`src/rtl/debounce_pkg.sv`:
```
// Shared types and defaults for the 8-channel switch debouncer.
//   ch_state_e     : per-channel qualification state
//   CLK_DIV_DEF    : default clk cycles per sample tick
//   STABLE_CNT_DEF : default number of differing ticks needed to accept a new level
package debounce_pkg;

  typedef enum logic {
    ST_STABLE,
    ST_CHANGING
  } ch_state_e;

  localparam int unsigned CLK_DIV_DEF    = 50000;
  localparam int unsigned STABLE_CNT_DEF = 4;

endpackage

```
`src/rtl/debounce_ch.sv`:
```
// One debounce channel: two-flop synchroniser, tick-driven qualification counter,
// registered debounced level and one-cycle edge pulses.
//   clk_i  : clock
//   rst_ni : asynchronous active-low reset
//   sw_i   : raw asynchronous switch level
//   tick_i : sample strobe from the shared prescaler
//   x_o    : debounced level (registered)
//   rise_o : one-cycle pulse when x_o goes 0->1
//   fall_o : one-cycle pulse when x_o goes 1->0
module debounce_ch
  import debounce_pkg::*;
#(
  parameter int unsigned STABLE_CNT = STABLE_CNT_DEF
) (
  input  logic clk_i,
  input  logic rst_ni,
  input  logic sw_i,
  input  logic tick_i,
  output logic x_o,
  output logic rise_o,
  output logic fall_o
);

  localparam int unsigned CntW = (STABLE_CNT > 1) ? $clog2(STABLE_CNT) : 1;
  localparam logic [CntW-1:0] CntMax = CntW'(STABLE_CNT - 1);

  logic            meta_q, s_q;
  ch_state_e       state_q, state_d;
  logic [CntW-1:0] cnt_q, cnt_d;
  logic            x_q, x_d;
  logic            rise_q, rise_d;
  logic            fall_q, fall_d;
  logic            qual_done;

  always_ff @(posedge clk_i or negedge rst_ni) begin
    if (!rst_ni) begin
      meta_q <= 1'b0;
      s_q    <= 1'b0;
    end else begin
      meta_q <= sw_i;
      s_q    <= meta_q;
    end
  end

  // A single-tick qualifier accepts straight from ST_STABLE; otherwise the last
  // count is only reachable while ST_CHANGING.
  assign qual_done = (cnt_q == CntMax) && ((state_q == ST_CHANGING) || (STABLE_CNT == 1));

  always_comb begin
    state_d = state_q;
    cnt_d   = cnt_q;
    x_d     = x_q;
    rise_d  = 1'b0;
    fall_d  = 1'b0;
    if (tick_i) begin
      if (s_q == x_q) begin
        // Input agrees with the output: any partial qualification is a bounce.
        cnt_d   = '0;
        state_d = ST_STABLE;
      end else if (qual_done) begin
        x_d     = s_q;
        cnt_d   = '0;
        state_d = ST_STABLE;
        rise_d  = s_q;
        fall_d  = ~s_q;
      end else begin
        cnt_d   = cnt_q + CntW'(1);
        state_d = ST_CHANGING;
      end
    end
  end

  always_ff @(posedge clk_i or negedge rst_ni) begin
    if (!rst_ni) begin
      state_q <= ST_STABLE;
      cnt_q   <= '0;
      x_q     <= 1'b0;
      rise_q  <= 1'b0;
      fall_q  <= 1'b0;
    end else begin
      state_q <= state_d;
      cnt_q   <= cnt_d;
      x_q     <= x_d;
      rise_q  <= rise_d;
      fall_q  <= fall_d;
    end
  end

  assign x_o    = x_q;
  assign rise_o = rise_q;
  assign fall_o = fall_q;

endmodule

```
`src/rtl/debounce8.sv`:
```
// 8-channel switch/key debouncer with a shared sample prescaler.
//   clk     : clock, rising edge
//   rst_n   : asynchronous active-low reset
//   sw      : raw bouncing switch levels
//   x       : debounced levels (feeds the 8-to-3 priority encoder request input)
//   rise    : per-bit one-cycle 0->1 pulses on x
//   fall    : per-bit one-cycle 1->0 pulses on x
//   changed : one-cycle pulse when any bit of x changed
module debounce8
  import debounce_pkg::*;
#(
  parameter int unsigned CLK_DIV    = CLK_DIV_DEF,
  parameter int unsigned STABLE_CNT = STABLE_CNT_DEF
) (
  input  logic       clk,
  input  logic       rst_n,
  input  logic [7:0] sw,
  output logic [7:0] x,
  output logic [7:0] rise,
  output logic [7:0] fall,
  output logic       changed
);

  localparam int unsigned DivW = (CLK_DIV > 1) ? $clog2(CLK_DIV) : 1;
  localparam logic [DivW-1:0] DivMax = DivW'(CLK_DIV - 1);

  logic [DivW-1:0] div_q, div_d;
  logic            tick;

  // With CLK_DIV == 1 div_q stays at 0 == DivMax, so tick is high every cycle.
  assign tick  = (div_q == DivMax);
  assign div_d = tick ? '0 : div_q + DivW'(1);

  always_ff @(posedge clk or negedge rst_n) begin
    if (!rst_n) begin
      div_q <= '0;
    end else begin
      div_q <= div_d;
    end
  end

  for (genvar i = 0; i < 8; i++) begin : g_ch
    debounce_ch #(
      .STABLE_CNT(STABLE_CNT)
    ) u_ch (
      .clk_i (clk),
      .rst_ni(rst_n),
      .sw_i  (sw[i]),
      .tick_i(tick),
      .x_o   (x[i]),
      .rise_o(rise[i]),
      .fall_o(fall[i])
    );
  end

  assign changed = |(rise | fall);

endmodule

```
`config.mk`:
```
export PLATFORM = sky130hd
export DESIGN_NAME = debounce8
export DESIGN_NICKNAME = d
export VERILOG_FILES = /design/src/rtl/debounce_pkg.sv /design/src/rtl/debounce_ch.sv /design/src/rtl/debounce8.sv
export SDC_FILE = /design/constraint.sdc
export NUM_CORES = 1
export LEC_CHECK = 0
export BUFFER_PORTS_ARGS = -buffer_cell sky130_fd_sc_hd__buf_2
export CAP_MARGIN = 40
export CORE_MARGIN = 1
export CORE_UTILIZATION = 45
export CTS_CLUSTER_SIZE = 14
export DETAILED_ROUTE_END_ITERATION = 7
export PLACE_DENSITY = 0.61
export SLEW_MARGIN = 30
export SYNTH_ARGS = -nofsm -noshare
export SYNTH_HDL_FRONTEND = slang
export SYNTH_HIERARCHICAL = 1
export SYNTH_SLANG_ARGS = --single-unit
```
`constraint.sdc`:
```
create_clock -name clk -period 2.5 [get_ports clk]
set_input_delay 0.125 -clock clk [delete_from_list [all_inputs] [get_ports clk]]
set_output_delay 0.125 -clock clk [all_outputs]
set_load 0.01 [all_outputs]
```
======== Word-level counts from Yosys, hierarchy flattened ========
Index checks and enable logic that the tools add are counted.
cells by class
  magnitude comparators ................... 0
  muxes and demuxes ....................... 81
  reduce and logical (&&, ||, !) cells .... 17
  add/sub/neg operators ................... 9
  bitwise operators ....................... 17
  div/mod/pow operators ................... 0
  shift-type cells ........................ 0
  multipliers ............................. 0
  eq/ne operators ......................... 17
operator list
  kind                   number
  $mux 1                 64
  $mux 2                 16
  $reduce_and 3->1       8
  $add 16x1->16 const B  1
  $add 2x1->2 const B    8
  $eq 16x16->1 const B   1
  $eq 2x2->1 const B     8
  $mux 16                1
  $not 1->1              16
  $eq 1x1->1             8
  $logic_and 1x1->1      8
  $or 8x8->8             1
  $reduce_or 8->1        1
word-level totals
  output and inout bits ................... 25
  input port bits ......................... 10
  memory bits (writable) .................. 0
  logic and storage cells ................. 198
  bits in latches ......................... 0
  memory bits (read-only) ................. 0
  memories kept ........................... 0
  register bits after elaboration ......... 80

======== Logic depth before layout (Yosys ltp) ========
  depth in word-level cells ............... 5
  depth in mapped cells ................... 7
  gate-level depth less buffers ........... 5

======== By module ========
The synthesis kept the hierarchy.
by module, submodules not included
  module       cells an instance  area each (µm²)  sequential area each (µm²)  instances
  debounce_ch  23                 317.8            200.2                       8
  debounce8    72                 793.3            400.4                       1

======== Worst setup path after synthesis ========
No wires, ideal clock.
  kind .................................... reg2reg
  start ................................... register div_q[0]
  end ..................................... register g_ch[0].u_ch.x_q
  path slack .............................. 664 ps
  path buffers ............................ 2
  setup time .............................. 125 ps
  stages on the path, launching flop included .. 8
  data arrival time ....................... 1,711 ps
  period minus slack after synthesis ...... 1,836 ps
  required time ........................... 2,375 ps
  cells stage by stage .................... dfrtp_1 -> ha_1 -> and3_1 -> buf_2 -> and4_1 -> buf_6 -> nand3_2 -> mux2_4
between the ends
  longest elaborated chain between the ends .. 2
RTL lines
  element                            line               source
  start, declared                    debounce8.sv:27    logic [DivW-1:0] div_q, div_d;
  start signal, assigned             debounce8.sv:38    div_q <= div_d;
  $eq 16x16->1                       debounce8.sv:31    assign tick = (div_q == DivMax);
  named net tick                     debounce8.sv:28    logic tick;
  $reduce_and 3->1 (no source line)  n/a
  end signal, assigned               debounce_ch.sv:77  x_q <= 1'b0;
  end signal, assigned               debounce_ch.sv:83  x_q <= x_d;
  end, declared                      debounce_ch.sv:30  logic x_q, x_d;
The timed path passes the listed nets, and every way through them passes these cells.
A chain may end at the register's enable or synchronous reset.

======== Worst setup path in the final report ========
  start ................................... register div_q[0]
  end ..................................... register g_ch[4].u_ch.x_q
between the ends
  longest elaborated chain between the ends .. 2
RTL lines
  element                            line
  $eq 16x16->1                       debounce8.sv:31
  $reduce_and 3->1 (no source line)  n/a
  end signal, assigned               debounce_ch.sv:77
  end signal, assigned               debounce_ch.sv:83
  end, declared                      debounce_ch.sv:30
Every way passes these cells.

==> flow_metrics.tcl <==
set metrics [dict create \
    finClkSkew_ns 0.00491 \
    grt_pass1_wl_um 8630 \
    critical_path.cell_chain "ha_1 -> and3_1 -> and4_1 -> buf_12 -> nand3_2 -> mux2_4" \
    synthSimpleGateAreaFrac_pct 19.8 \
    met3_usage_pct 5.66 \
    post_cts_buffers 0 \
    worst_path_max_delay_cell "dfrtp_1" \
    netlist_area_sq_um 3340 \
    dp.cells 388 \
    nFillCells 614 \
    netlist_instances 256 \
    clock_sinks 80 \
    synth_adder_area_share_pct 3.38 \
    cts_tree "done" \
    diodes 0 \
    synth_nets 275 \
    final_area_sq_um 3950 \
    min_to "g_ch[2].u_ch/s_q" \
    synth_cell_type_count 31 \
    setup_viol 0 \
    ctsResizeCount 0 \
    drt_iter0_markers 58 \
    synth_edf_count 0 \
    grt_busiest_layer "met2" \
    hp-class "reg2reg" \
    met1_usage_pct 20.0 \
    synth-compound-area-share_pct 6.11 \
    critPathRequiredTime_ns 2.73 \
    area_growth_pct 18.4 \
    yosysTopAreaCell "dfrtp_1" \
    hp-start "g_ch[2].u_ch/meta_q" \
    cp-end-kind "flip-flop" \
    grt_usage_pct 15.0 \
    num_io_pins 35 \
    synth-xor-area-share_pct 5.25 \
    cts_made_buffers 9 \
    vias 1981 \
    worstSetupStartpointType "flip-flop" \
    synth.area.mux_share_pct 3.90 \
    first_pass_iters 4 \
    drive_above_1_share_pct 22.6 \
    cts_root_buf "clkbuf_8" \
    ir_drop_mv 0.386 \
    finalNonFillerCells 413 \
    ys_warn_count 6 \
    drc_errors 0 \
    num_rows 31 \
    coreArea_sq_um 7210 \
    yosysSeqAreaShare_pct 60.0 \
    ys_ff_latch 80 \
    worst_r2r_path_depth 6 \
    gr-usage-met2_pct 22.2 \
    ys_top_cells_by_count "80 x dfrtp_1, 25 x nand2b_1, 16 x nor3b_1, 16 x o31ai_1" \
    synth-main-ff-cell "dfrtp_1" \
    worst_hold_path.num_cells 0 \
    port_buffers 34 \
    cts.path.max_buffers 2 \
    dieArea_sq_um 7760 \
    die_w_um 88.1 \
    grt_max_degree 81 \
    async_reset_ff_share_pct 100 \
    place.gp.congestion 0.697 \
    hpwl_um 3330 \
    start_util_pct 46.2 \
    slew_viol_final 0 \
    maxCapViolCount 0 \
    synth_top_family_by_area "simple AND/OR/NAND/NOR gates" \
    antenna_found_initial 0 \
    cp_data_arrival_time_ns 2.17 \
    rsz0062_at_grt "no" \
    critPathMaxFanout 57 \
    tns_ns 0 \
    vias_per_cell 4.80 \
    h-tree-depth 3 \
    period_share_pct 77.3 \
    crit_type "reg2reg" \
    clk_pin_slew_worst_paths_ns 0.08 \
    avgSynthCellArea_sq_um 13.0 \
    place_area_sq_um 3640 \
    reg2reg_to "g_ch[4].u_ch/x_o" \
    wl_per_cell_um 12.3 \
    power.leakage_nw 1.86 \
    ff2ff_setup_slack_ns 0.57 \
    postRouteAntennaNets 0 \
    slew_headroom_pct 54.1 \
    postRouteWirelength_um 5100 \
    slowest_delay_ns 0.38 \
    r2r_start "div_q[0]" \
    grt_pass1_vias 1917 \
    hold_violations 0 \
    clk_latency_ns 0.34 \
    die_y_um 88.1 \
    worst_pin_slew_ns 0.689 \
    yosysMostFrequentCell "dfrtp_1" \
    power_density_nw_per_um2 605 \
    yosys-top-cells-area "dfrtp_1 60%, nand2b_1 4.7%, mux2_4 3.6%" \
    fmax_ghz 0.517 \
    nets 328 \
    outcome "finished clean" \
    post-route-min-period_ns 1.93 \
    synth_top_area_share_pct 60.0 \
    gr-total-overflow 0 \
]
## per-stage QoR
stage | power (mW) | setup slack (ns) | hold slack [ns] | util (%)
2_1_floorplan | 1.35 | 0.664 | -0.171 | -
6_report | 2.39 | 0.567 | 0.354 | 54.8
5_1_grt | 2.49 | 0.437 | 0.361 | 54.8
3_5_place_dp | 1.39 | 0.568 | 0.213 | 50.5
4_1_cts | 2.43 | 0.560 | 0.358 | 54.8
3_3_place_gp | 1.38 | 0.616 | 0.234 | 50.4
## layout make-up
class                           instances  area [sq um]  area share (%)
Sequential cell                        80          2000            50.7
Clock buffer                           10           138            3.48
Multi-Input combinational cell        165          1280            32.5
Tap cell                               99           124            3.14
Clock inverter                          6          82.6            2.09
Inverter                                9          33.8           0.855
Timing Repair Buffer                   44           287            7.25
## cell usage in the layout (no fill, tap or decap), drive strengths merged, types with 9 or more instances in the layout
cell type,n
nand3,11
nand2,12
ha,9
inv,9
nor3b,16
dfrtp,80
nand2b,25
o31ai,16
and2,11
dlygate4sd3,9
clkbuf,10
xnor2,12
buf,35
## logic make-up after synthesis
group                      after synthesis
and+or+nand+nor                        101
DFF                                     80
AOI/OAI and AO/OA                       26
xor gates and xnor gates                20
buffers and inverters                   11
muxes                                    9
adders and majority gates                9
## state kept, by name (all words and copies together) (netlist names)
name               count
g_ch.u_ch/s_q          8
g_ch.u_ch/cnt_q       16
g_ch.u_ch/fall_o       8
g_ch.u_ch/meta_q       8
g_ch.u_ch/rise_o       8
g_ch.u_ch/x_o          8
g_ch.u_ch/state_q      8
div_q                 16
## worst max-delay path: cells and delay by family, from the launching register on
family	cells	cell delay, ns
multiplexers	1	0.32
buffers and inverters	1	0.25
adder cells (fa/ha/maj)	1	0.19
AND/OR/NAND/NOR	3	0.69
flip-flops	1	0.38
## where the power goes
group	leakage, nW	total (mW)	switching, mW	internal [mW]
combinational	0.679	0.0532	0.0321	0.0210
clock	0.112	1.02	0.438	0.584
sequential	1.07	1.32	0.00924	1.31
total	1.86	2.39	0.479	1.91
## per-layer routing
| metal | vias up | part of all wire [%] | routed length [um] |
|---|---|---|---|
| met2 | 39 | 42 | 2130 |
| met4 | 0 | 1.7 | 85 |
| met3 | 8 | 4.2 | 216 |
| met1 | 924 | 52 | 2660 |
| li1 | 1010 | - | - |
| met5 | - | 0 | 0 |
## worst max path at each step
| stage | slack (ns) | start | cells past startpoint | to |
|---|---|---|---|---|
| after floorplan | 0.66 | div_q[0] | 7 | g_ch[0].u_ch/x_o |
| after global placement | 0.62 | div_q[0] | 6 | g_ch[0].u_ch/x_o |
| after detailed placement | 0.57 | div_q[0] | 6 | g_ch[4].u_ch/x_o |
| after CTS | 0.56 | div_q[0] | 6 | g_ch[1].u_ch/x_o |
| after global routing | 0.44 | div_q[0] | 6 | g_ch[4].u_ch/x_o |
| final | 0.57 | div_q[0] | 6 | g_ch[4].u_ch/x_o |
## repair_timing
action	CTS	global route
hold buffers	9	0
hold endpoints to repair	88	0
setup endpoints to repair	0	0
No activity file was read; power rests on OpenSTA's default activity.
